File: config.mk
export PLATFORM = sky130hd
export DESIGN_NAME = pipeline_hazard_ctrl_flat
export DESIGN_NICKNAME = d
export VERILOG_FILES = /design/src/rtl/pipeline_hazard_ctrl_if.sv /design/src/rtl/pipeline_hazard_ctrl.sv /design/src/flat_wrapper.sv
export SDC_FILE = /design/constraint.sdc
export NUM_CORES = 1
export LEC_CHECK = 0
export ABC_AREA = 1
export BUFFER_PORTS_ARGS = -buffer_cell sky130_fd_sc_hd__buf_4
export CORE_MARGIN = 2
export CORE_UTILIZATION = 42
export CTS_BUF_LIST = sky130_fd_sc_hd__clkbuf_8
export CTS_CLUSTER_DIAMETER = 120
export CTS_CLUSTER_SIZE = 30
export DETAILED_ROUTE_END_ITERATION = 10
export GPL_ROUTABILITY_DRIVEN = 1
export GPL_TIMING_DRIVEN = 0
export PLACE_DENSITY = 0.72
export SYNTH_ARGS = -nofsm -noshare
export SYNTH_HDL_FRONTEND = slang
export SYNTH_SLANG_ARGS = --single-unit
File: constraint.sdc
create_clock -name clk -period 3.32 [get_ports clk]
set_input_delay 0 -clock clk [delete_from_list [all_inputs] [get_ports clk]]
set_output_delay 0 -clock clk [all_outputs]
set_load 0.02 [all_outputs]
File: src/rtl/pipeline_hazard_ctrl_if.sv
// Hazard-control bundle: decode/EX/MEM hazard info into the controller,
// stall/flush/hold/forwarding controls out of it.
interface pipeline_hazard_ctrl_if;
  logic       dec_valid;
  logic [4:0] dec_rs1_addr;
  logic [4:0] dec_rs2_addr;
  logic       dec_uses_rs1;
  logic       dec_uses_rs2;
  logic       dec_multicycle;
  logic       ex_write_reg;
  logic [4:0] ex_dstreg_addr;
  logic       ex_is_load;
  logic       mem_write_reg;
  logic [4:0] mem_dstreg_addr;
  logic       br_taken;
  logic       stall_f;
  logic       stall_d;
  logic       bubble_e;
  logic       flush_fd;
  logic       ex_hold;
  logic       md_start;
  logic       md_done;
  logic [1:0] fwd_rs1_sel;
  logic [1:0] fwd_rs2_sel;

  modport master (
    output dec_valid, dec_rs1_addr, dec_rs2_addr, dec_uses_rs1, dec_uses_rs2,
           dec_multicycle, ex_write_reg, ex_dstreg_addr, ex_is_load,
           mem_write_reg, mem_dstreg_addr, br_taken,
    input  stall_f, stall_d, bubble_e, flush_fd, ex_hold, md_start, md_done,
           fwd_rs1_sel, fwd_rs2_sel
  );

  modport slave (
    input  dec_valid, dec_rs1_addr, dec_rs2_addr, dec_uses_rs1, dec_uses_rs2,
           dec_multicycle, ex_write_reg, ex_dstreg_addr, ex_is_load,
           mem_write_reg, mem_dstreg_addr, br_taken,
    output stall_f, stall_d, bubble_e, flush_fd, ex_hold, md_start, md_done,
           fwd_rs1_sel, fwd_rs2_sel
  );
endinterface

File: src/rtl/pipeline_hazard_ctrl.sv
// Execute-stage sequencer: forwarding selects, load-use interlock, branch flush
// and multi-cycle op hold. Define PERF_COUNTERS_EN to add stall/flush counters.
module pipeline_hazard_ctrl #(
  parameter int MD_LATENCY   = 32,
  parameter int FLUSH_CYCLES = 2
) (
  input  logic                    clk,
  input  logic                    rst_n,
  pipeline_hazard_ctrl_if.slave   hz
`ifdef PERF_COUNTERS_EN
  ,
  output logic [31:0]             perf_stall_cnt,
  output logic [31:0]             perf_flush_cnt
`endif
);

  localparam int CNT_MAX = (MD_LATENCY > FLUSH_CYCLES) ? MD_LATENCY : FLUSH_CYCLES;
  localparam int CNT_W   = (CNT_MAX > 1) ? $clog2(CNT_MAX) : 1;
  localparam logic [CNT_W-1:0] MD_LOAD    = CNT_W'(MD_LATENCY - 1);
  localparam logic [CNT_W-1:0] FLUSH_LOAD = CNT_W'(FLUSH_CYCLES - 1);
  localparam logic [CNT_W-1:0] CNT_ONE    = CNT_W'(1);

  typedef enum logic [1:0] {ST_RUN, ST_MD, ST_FLUSH} state_t;

  state_t           state_reg, state_next;
  logic [CNT_W-1:0] cnt_reg, cnt_next;

  logic [4:0] rs_addr [2];
  logic [1:0] rs_uses;
  logic [1:0] ex_match;
  logic [1:0] mem_match;
  logic [1:0] fwd_sel [2];

  assign rs_addr[0] = hz.dec_rs1_addr;
  assign rs_addr[1] = hz.dec_rs2_addr;
  assign rs_uses    = {hz.dec_uses_rs2, hz.dec_uses_rs1};

  // x0 is hardwired zero, so a write to it must never shadow the regfile read
  for (genvar gi = 0; gi < 2; gi++) begin : g_fwd
    assign ex_match[gi]  = hz.ex_write_reg & rs_uses[gi] &
                           (hz.ex_dstreg_addr == rs_addr[gi]) & (hz.ex_dstreg_addr != 5'd0);
    assign mem_match[gi] = hz.mem_write_reg & rs_uses[gi] &
                           (hz.mem_dstreg_addr == rs_addr[gi]) & (hz.mem_dstreg_addr != 5'd0);
    assign fwd_sel[gi]   = ex_match[gi]  ? 2'b01 :
                           mem_match[gi] ? 2'b10 : 2'b00;
  end

  assign hz.fwd_rs1_sel = fwd_sel[0];
  assign hz.fwd_rs2_sel = fwd_sel[1];

  logic load_use;
  assign load_use = hz.dec_valid & hz.ex_is_load & (|ex_match);

  logic stall_f, stall_d, bubble_e, flush_fd, ex_hold, md_start, md_done;

  always_ff @(posedge clk or negedge rst_n) begin
    if (!rst_n) begin
      state_reg <= ST_RUN;
      cnt_reg   <= '0;
    end else begin
      state_reg <= state_next;
      cnt_reg   <= cnt_next;
    end
  end

  always_comb begin
    state_next = state_reg;
    cnt_next   = cnt_reg;
    stall_f    = 1'b0;
    stall_d    = 1'b0;
    bubble_e   = 1'b0;
    flush_fd   = 1'b0;
    ex_hold    = 1'b0;
    md_start   = 1'b0;
    md_done    = 1'b0;
    case (state_reg)
      ST_RUN: begin
        if (hz.br_taken) begin
          // The branch cycle itself is the first flush cycle
          flush_fd = 1'b1;
          if (FLUSH_CYCLES > 1) begin
            state_next = ST_FLUSH;
            cnt_next   = FLUSH_LOAD;
          end
        end else if (load_use) begin
          stall_f  = 1'b1;
          stall_d  = 1'b1;
          bubble_e = 1'b1;
        end else if (hz.dec_valid && hz.dec_multicycle) begin
          md_start   = 1'b1;
          state_next = ST_MD;
          cnt_next   = MD_LOAD;
        end
      end
      ST_FLUSH: begin
        flush_fd = 1'b1;
        // Leave as the count reaches zero so the total flush equals FLUSH_CYCLES
        if (cnt_reg <= CNT_ONE) begin
          cnt_next   = '0;
          state_next = ST_RUN;
        end else begin
          cnt_next = cnt_reg - CNT_ONE;
        end
      end
      ST_MD: begin
        ex_hold = 1'b1;
        stall_f = 1'b1;
        stall_d = 1'b1;
        if (cnt_reg == '0) begin
          md_done    = 1'b1;
          state_next = ST_RUN;
        end else begin
          cnt_next = cnt_reg - CNT_ONE;
        end
      end
      default: begin
        state_next = ST_RUN;
        cnt_next   = '0;
      end
    endcase
  end

  assign hz.stall_f  = stall_f;
  assign hz.stall_d  = stall_d;
  assign hz.bubble_e = bubble_e;
  assign hz.flush_fd = flush_fd;
  assign hz.ex_hold  = ex_hold;
  assign hz.md_start = md_start;
  assign hz.md_done  = md_done;

  // A branch cannot resolve while execute is held or the front end is flushing
  assert property (@(posedge clk) disable iff (!rst_n)
                   !((state_reg != ST_RUN) && hz.br_taken));

`ifdef PERF_COUNTERS_EN
  always_ff @(posedge clk or negedge rst_n) begin
    if (!rst_n) begin
      perf_stall_cnt <= '0;
      perf_flush_cnt <= '0;
    end else begin
      if (stall_d)  perf_stall_cnt <= perf_stall_cnt + 32'd1;
      if (flush_fd) perf_flush_cnt <= perf_flush_cnt + 32'd1;
    end
  end
`endif

endmodule

File: src/flat_wrapper.sv
// flat-port wrapper written by rule: the top's interface ports become plain ports
module pipeline_hazard_ctrl_flat 
#(
  parameter int MD_LATENCY   = 32,
  parameter int FLUSH_CYCLES = 2
)
  (clk, rst_n, hz_dec_valid, hz_dec_rs1_addr, hz_dec_rs2_addr, hz_dec_uses_rs1, hz_dec_uses_rs2, hz_dec_multicycle, hz_ex_write_reg, hz_ex_dstreg_addr, hz_ex_is_load, hz_mem_write_reg, hz_mem_dstreg_addr, hz_br_taken, hz_stall_f, hz_stall_d, hz_bubble_e, hz_flush_fd, hz_ex_hold, hz_md_start, hz_md_done, hz_fwd_rs1_sel, hz_fwd_rs2_sel);
  pipeline_hazard_ctrl_if hz_i ();
  input  logic clk;
  input  logic rst_n;
  input wire logic [$bits(hz_i.dec_valid)-1:0] hz_dec_valid;
  input wire logic [$bits(hz_i.dec_rs1_addr)-1:0] hz_dec_rs1_addr;
  input wire logic [$bits(hz_i.dec_rs2_addr)-1:0] hz_dec_rs2_addr;
  input wire logic [$bits(hz_i.dec_uses_rs1)-1:0] hz_dec_uses_rs1;
  input wire logic [$bits(hz_i.dec_uses_rs2)-1:0] hz_dec_uses_rs2;
  input wire logic [$bits(hz_i.dec_multicycle)-1:0] hz_dec_multicycle;
  input wire logic [$bits(hz_i.ex_write_reg)-1:0] hz_ex_write_reg;
  input wire logic [$bits(hz_i.ex_dstreg_addr)-1:0] hz_ex_dstreg_addr;
  input wire logic [$bits(hz_i.ex_is_load)-1:0] hz_ex_is_load;
  input wire logic [$bits(hz_i.mem_write_reg)-1:0] hz_mem_write_reg;
  input wire logic [$bits(hz_i.mem_dstreg_addr)-1:0] hz_mem_dstreg_addr;
  input wire logic [$bits(hz_i.br_taken)-1:0] hz_br_taken;
  output wire logic [$bits(hz_i.stall_f)-1:0] hz_stall_f;
  output wire logic [$bits(hz_i.stall_d)-1:0] hz_stall_d;
  output wire logic [$bits(hz_i.bubble_e)-1:0] hz_bubble_e;
  output wire logic [$bits(hz_i.flush_fd)-1:0] hz_flush_fd;
  output wire logic [$bits(hz_i.ex_hold)-1:0] hz_ex_hold;
  output wire logic [$bits(hz_i.md_start)-1:0] hz_md_start;
  output wire logic [$bits(hz_i.md_done)-1:0] hz_md_done;
  output wire logic [$bits(hz_i.fwd_rs1_sel)-1:0] hz_fwd_rs1_sel;
  output wire logic [$bits(hz_i.fwd_rs2_sel)-1:0] hz_fwd_rs2_sel;
  assign hz_i.dec_valid = hz_dec_valid;
  assign hz_i.dec_rs1_addr = hz_dec_rs1_addr;
  assign hz_i.dec_rs2_addr = hz_dec_rs2_addr;
  assign hz_i.dec_uses_rs1 = hz_dec_uses_rs1;
  assign hz_i.dec_uses_rs2 = hz_dec_uses_rs2;
  assign hz_i.dec_multicycle = hz_dec_multicycle;
  assign hz_i.ex_write_reg = hz_ex_write_reg;
  assign hz_i.ex_dstreg_addr = hz_ex_dstreg_addr;
  assign hz_i.ex_is_load = hz_ex_is_load;
  assign hz_i.mem_write_reg = hz_mem_write_reg;
  assign hz_i.mem_dstreg_addr = hz_mem_dstreg_addr;
  assign hz_i.br_taken = hz_br_taken;
  assign hz_stall_f = hz_i.stall_f;
  assign hz_stall_d = hz_i.stall_d;
  assign hz_bubble_e = hz_i.bubble_e;
  assign hz_flush_fd = hz_i.flush_fd;
  assign hz_ex_hold = hz_i.ex_hold;
  assign hz_md_start = hz_i.md_start;
  assign hz_md_done = hz_i.md_done;
  assign hz_fwd_rs1_sel = hz_i.fwd_rs1_sel;
  assign hz_fwd_rs2_sel = hz_i.fwd_rs2_sel;
  pipeline_hazard_ctrl #(.MD_LATENCY(MD_LATENCY), .FLUSH_CYCLES(FLUSH_CYCLES)) u_core (.clk(clk), .rst_n(rst_n), .hz(hz_i));
endmodule
==> impl_results.md <==
* Drt first pass iters at 5
* Register-to-register setup slack at between 1500 and 2000 ps
* Max reg flops at 5
* Die width at ~52 um
* Number of DRC markers in iteration 0 at 45
* CP endpoint kind: flip-flop
* Io pins at 41
* Synth cell types at 26
* Status: finished clean
* Worst VDD drop at between 0.3 and 0.4 mV
* Async SR Flop Fraction at 1.00
* CTS tree: yes
* Initial Util at 0.439
* CTS Hold Bufs at 1
* Gate count after technology mapping at 167
* Reported max-cap violation count at 0
* Initial antenna violation count at 0
* Die area at approximately 2700 sq um
* Vias in the first global route at about 1.1k
* Final min period at ~1400 ps
* Slew @ Worst Pin at approximately 250 ps
* Residual DRC at 0
* Syn_nets at 200
* Fillcell total at 200
* Sink Count at 7
* Worst min path class: input port to flip-flop
* CP max FO at 5
* Setup TNS at 0 ps
* Area leader, netlist: nand2_1
* Final setup margin at 1890 ps
* Depth of the worst hold-timing path at 3
* Kind of critical path: flip-flop to flip-flop
* Final design instance area without fill at about 1400 sq um
* Total wire length at roughly 2.6 mm
* First-pass GRT wire length at ~4.2 mm
* Area growth, synth to finish at 40.6%
* Pre-CTS setup slack at 1920 ps
* P per Cell Area at 521 nW/um^2
* Port buffer count at 40
* Ys flop type: dfrtp_1
* Synth warn at 0
* Final core occ at 0.617
* Tcrit/Tclk final at 0.430
* Post-Syn Area at slightly below 1000 sq um
* Placement Cell Area at 1300 sq um
* RSZ-0062 raised after global routing: false
* Post-synth EDFFs at 0
* Antenna diodes at 0
* Final ANT Viol Nets at 0
* Root buffer cell: clkbuf_8
* Hold_sp: hz_dec_multicycle
* DP Wirelength at around 2.2 mm
* Vias/cell at slightly below 5
* Worst reg2reg endpoint: u_core.cnt_reg[2]$_DFFE_PN0P_
* Synth cell count leaders: 64 x nand2_1, 27 x inv_1, 10 x nor2_1, 8 x inv_2, 7 x dfrtp_1
* Via count of the routed design at roughly 1.2k
* Remaining global-route overflow at 0
* Clock buffer count from CTS at 3
* Fmax at between 700 and 800 MHz
* Skew-Pair Late Insertion Delay at roughly 230 ps
* Fraction of the yosys area taken by sequential cells at 0.182
* Routed length per instance at 10.9 um
* Clock tree buffer depth at 2
* Synth Area per Inst at around 5.8 sq um
* Hold Crit Endpoint: u_core.state_reg[0]$_DFFE_PN0P_
* Tot Pwr at 0.704 mW
* Placed Cells at approximately 240
* Share of layout cells above drive strength 1 at 0.288
* Pleak at roughly 0.8 nW
* H-tree Lvls at 1
* Register-to-Register Path Depth at 9
* Non-Filler Instances at 240
* Core Rows at 17
* Reg2reg start: u_core.cnt_reg[1]$_DFFE_PN0P_
* Global-route total usage across every layer at 0.205
* Top cell type's share of synthesized area at 0.250
* Largest net degree at the start of global routing at 8
* Pins Over Slew Limit at 0
* Critical path data required time at ~3400 ps
* Yosys reg bits at 7
* DIE HEIGHT at 51.8 um
* Routability cong. at about 0.86
* Largest cells by area after synthesis: nand2_1 25%, dfrtp_1 18%, inv_1 11%, ha_1 3.9%, nand4_1 3.9%
* Final setup vio count at 0
* Max transition margin at 0.833
* CP arrival at ~1500 ps
* Core area at approximately 2200 sq um
* Kind of start point of the critical path: flip-flop
* Fin. Hold Viols at 0
* Clk_skew at just under 8 ps
* Setup Buffers After CTS at 0
* Worst hold margin at 68.0 ps
* Final Net Count at 246
* Top-count cell post-synth: nand2_1
* Post-CTS sizing at 0
* CTS clk-pin slew, worst paths at 50 ps
cell usage in the layout (no fill, tap or decap):
master	instances
a211oi_1	1
a21oi_1	5
a221oi_1	1
buf_4	41
clkbuf_8	3
dfrtp_1	7
dlygate4sd3_1	1
ha_1	3
inv_1	28
inv_2	8
nand2_1	64
nand2_2	1
nand2_4	1
nand3_1	6
nand3_2	1
nand3_4	2
nand4_1	6
nor2_1	10
nor2_2	2
nor2_4	2
nor3_1	4
o2111ai_1	1
o211ai_1	1
o21ai_0	2
o21ai_1	2
o22ai_1	4
xnor2_1	2
xor2_1	3
area by class of cell:
type / instances / area [sq um] / share of cell area
multi-input combinational: 124 / 647 / 0.479
timing repair buffer: 41 / 310 / 0.230
sequential: 7 / 175 / 0.130
inverter: 35 / 131 / 0.0972
clock buffer: 3 / 41.3 / 0.0306
tap: 28 / 35.0 / 0.0259
buffer: 1 / 7.51 / 0.00556
clock inverter: 1 / 3.75 / 0.00278
how the worst max path moves through the flow:
| stage | to | startpoint | cells after the start |
|---|---|---|---|
| 2_1_floorplan | u_core.cnt_reg[0]$_DFFE_PN0P_ | u_core.cnt_reg[0]$_DFFE_PN0P_ | 7 |
| 3_3_place_gp | u_core.cnt_reg[0]$_DFFE_PN0P_ | u_core.cnt_reg[1]$_DFFE_PN0P_ | 9 |
| 3_5_place_dp | u_core.cnt_reg[2]$_DFFE_PN0P_ | u_core.cnt_reg[1]$_DFFE_PN0P_ | 9 |
| 4_1_cts | u_core.cnt_reg[2]$_DFFE_PN0P_ | u_core.cnt_reg[1]$_DFFE_PN0P_ | 9 |
| 5_1_grt | u_core.cnt_reg[3]$_DFFE_PN0P_ | u_core.cnt_reg[1]$_DFFE_PN0P_ | 9 |
| 6_report | u_core.cnt_reg[2]$_DFFE_PN0P_ | u_core.cnt_reg[1]$_DFFE_PN0P_ | 9 |
power breakdown:
part | switching [mW] | internal, mW | leakage [nW]
sequential | 0.0390 | 0.127 | 0.0866
clock | 0.0407 | 0.0802 | 0.0269
combinational | 0.249 | 0.169 | 0.692
total | 0.328 | 0.376 | 0.806
cell families after synthesis:
group,Yosys count,share of synthesized area
AOI/OAI and AO/OA,17,0.107
DFF,7,0.182
and+or+nand+nor,99,0.482
adders and majority gates,3,0.0391
xor gates and xnor gates,5,0.0456
buffers and inverters,36,0.145
layer usage:
layer | wire (um) | track usage | vias to the layer above
met5 | 0 | 0 | -
met4 | 59 | 0.123 | 0
met3 | 196 | 0.0172 | 7
met2 | 1240 | 0.371 | 60
met1 | 1120 | 0.230 | 508
li1 | - | - | 615
critical path: stages (launching register included):
cell and delay (ps):
dfrtp_1 380, inv_1 120, ha_1 160, a21oi_1 40
o21ai_1 150, nand2_1 150, nand2_1 90, nand2_1 50
nand4_1 100, nand2_1 60
Note: power is estimated with default switching activity, not from simulation.
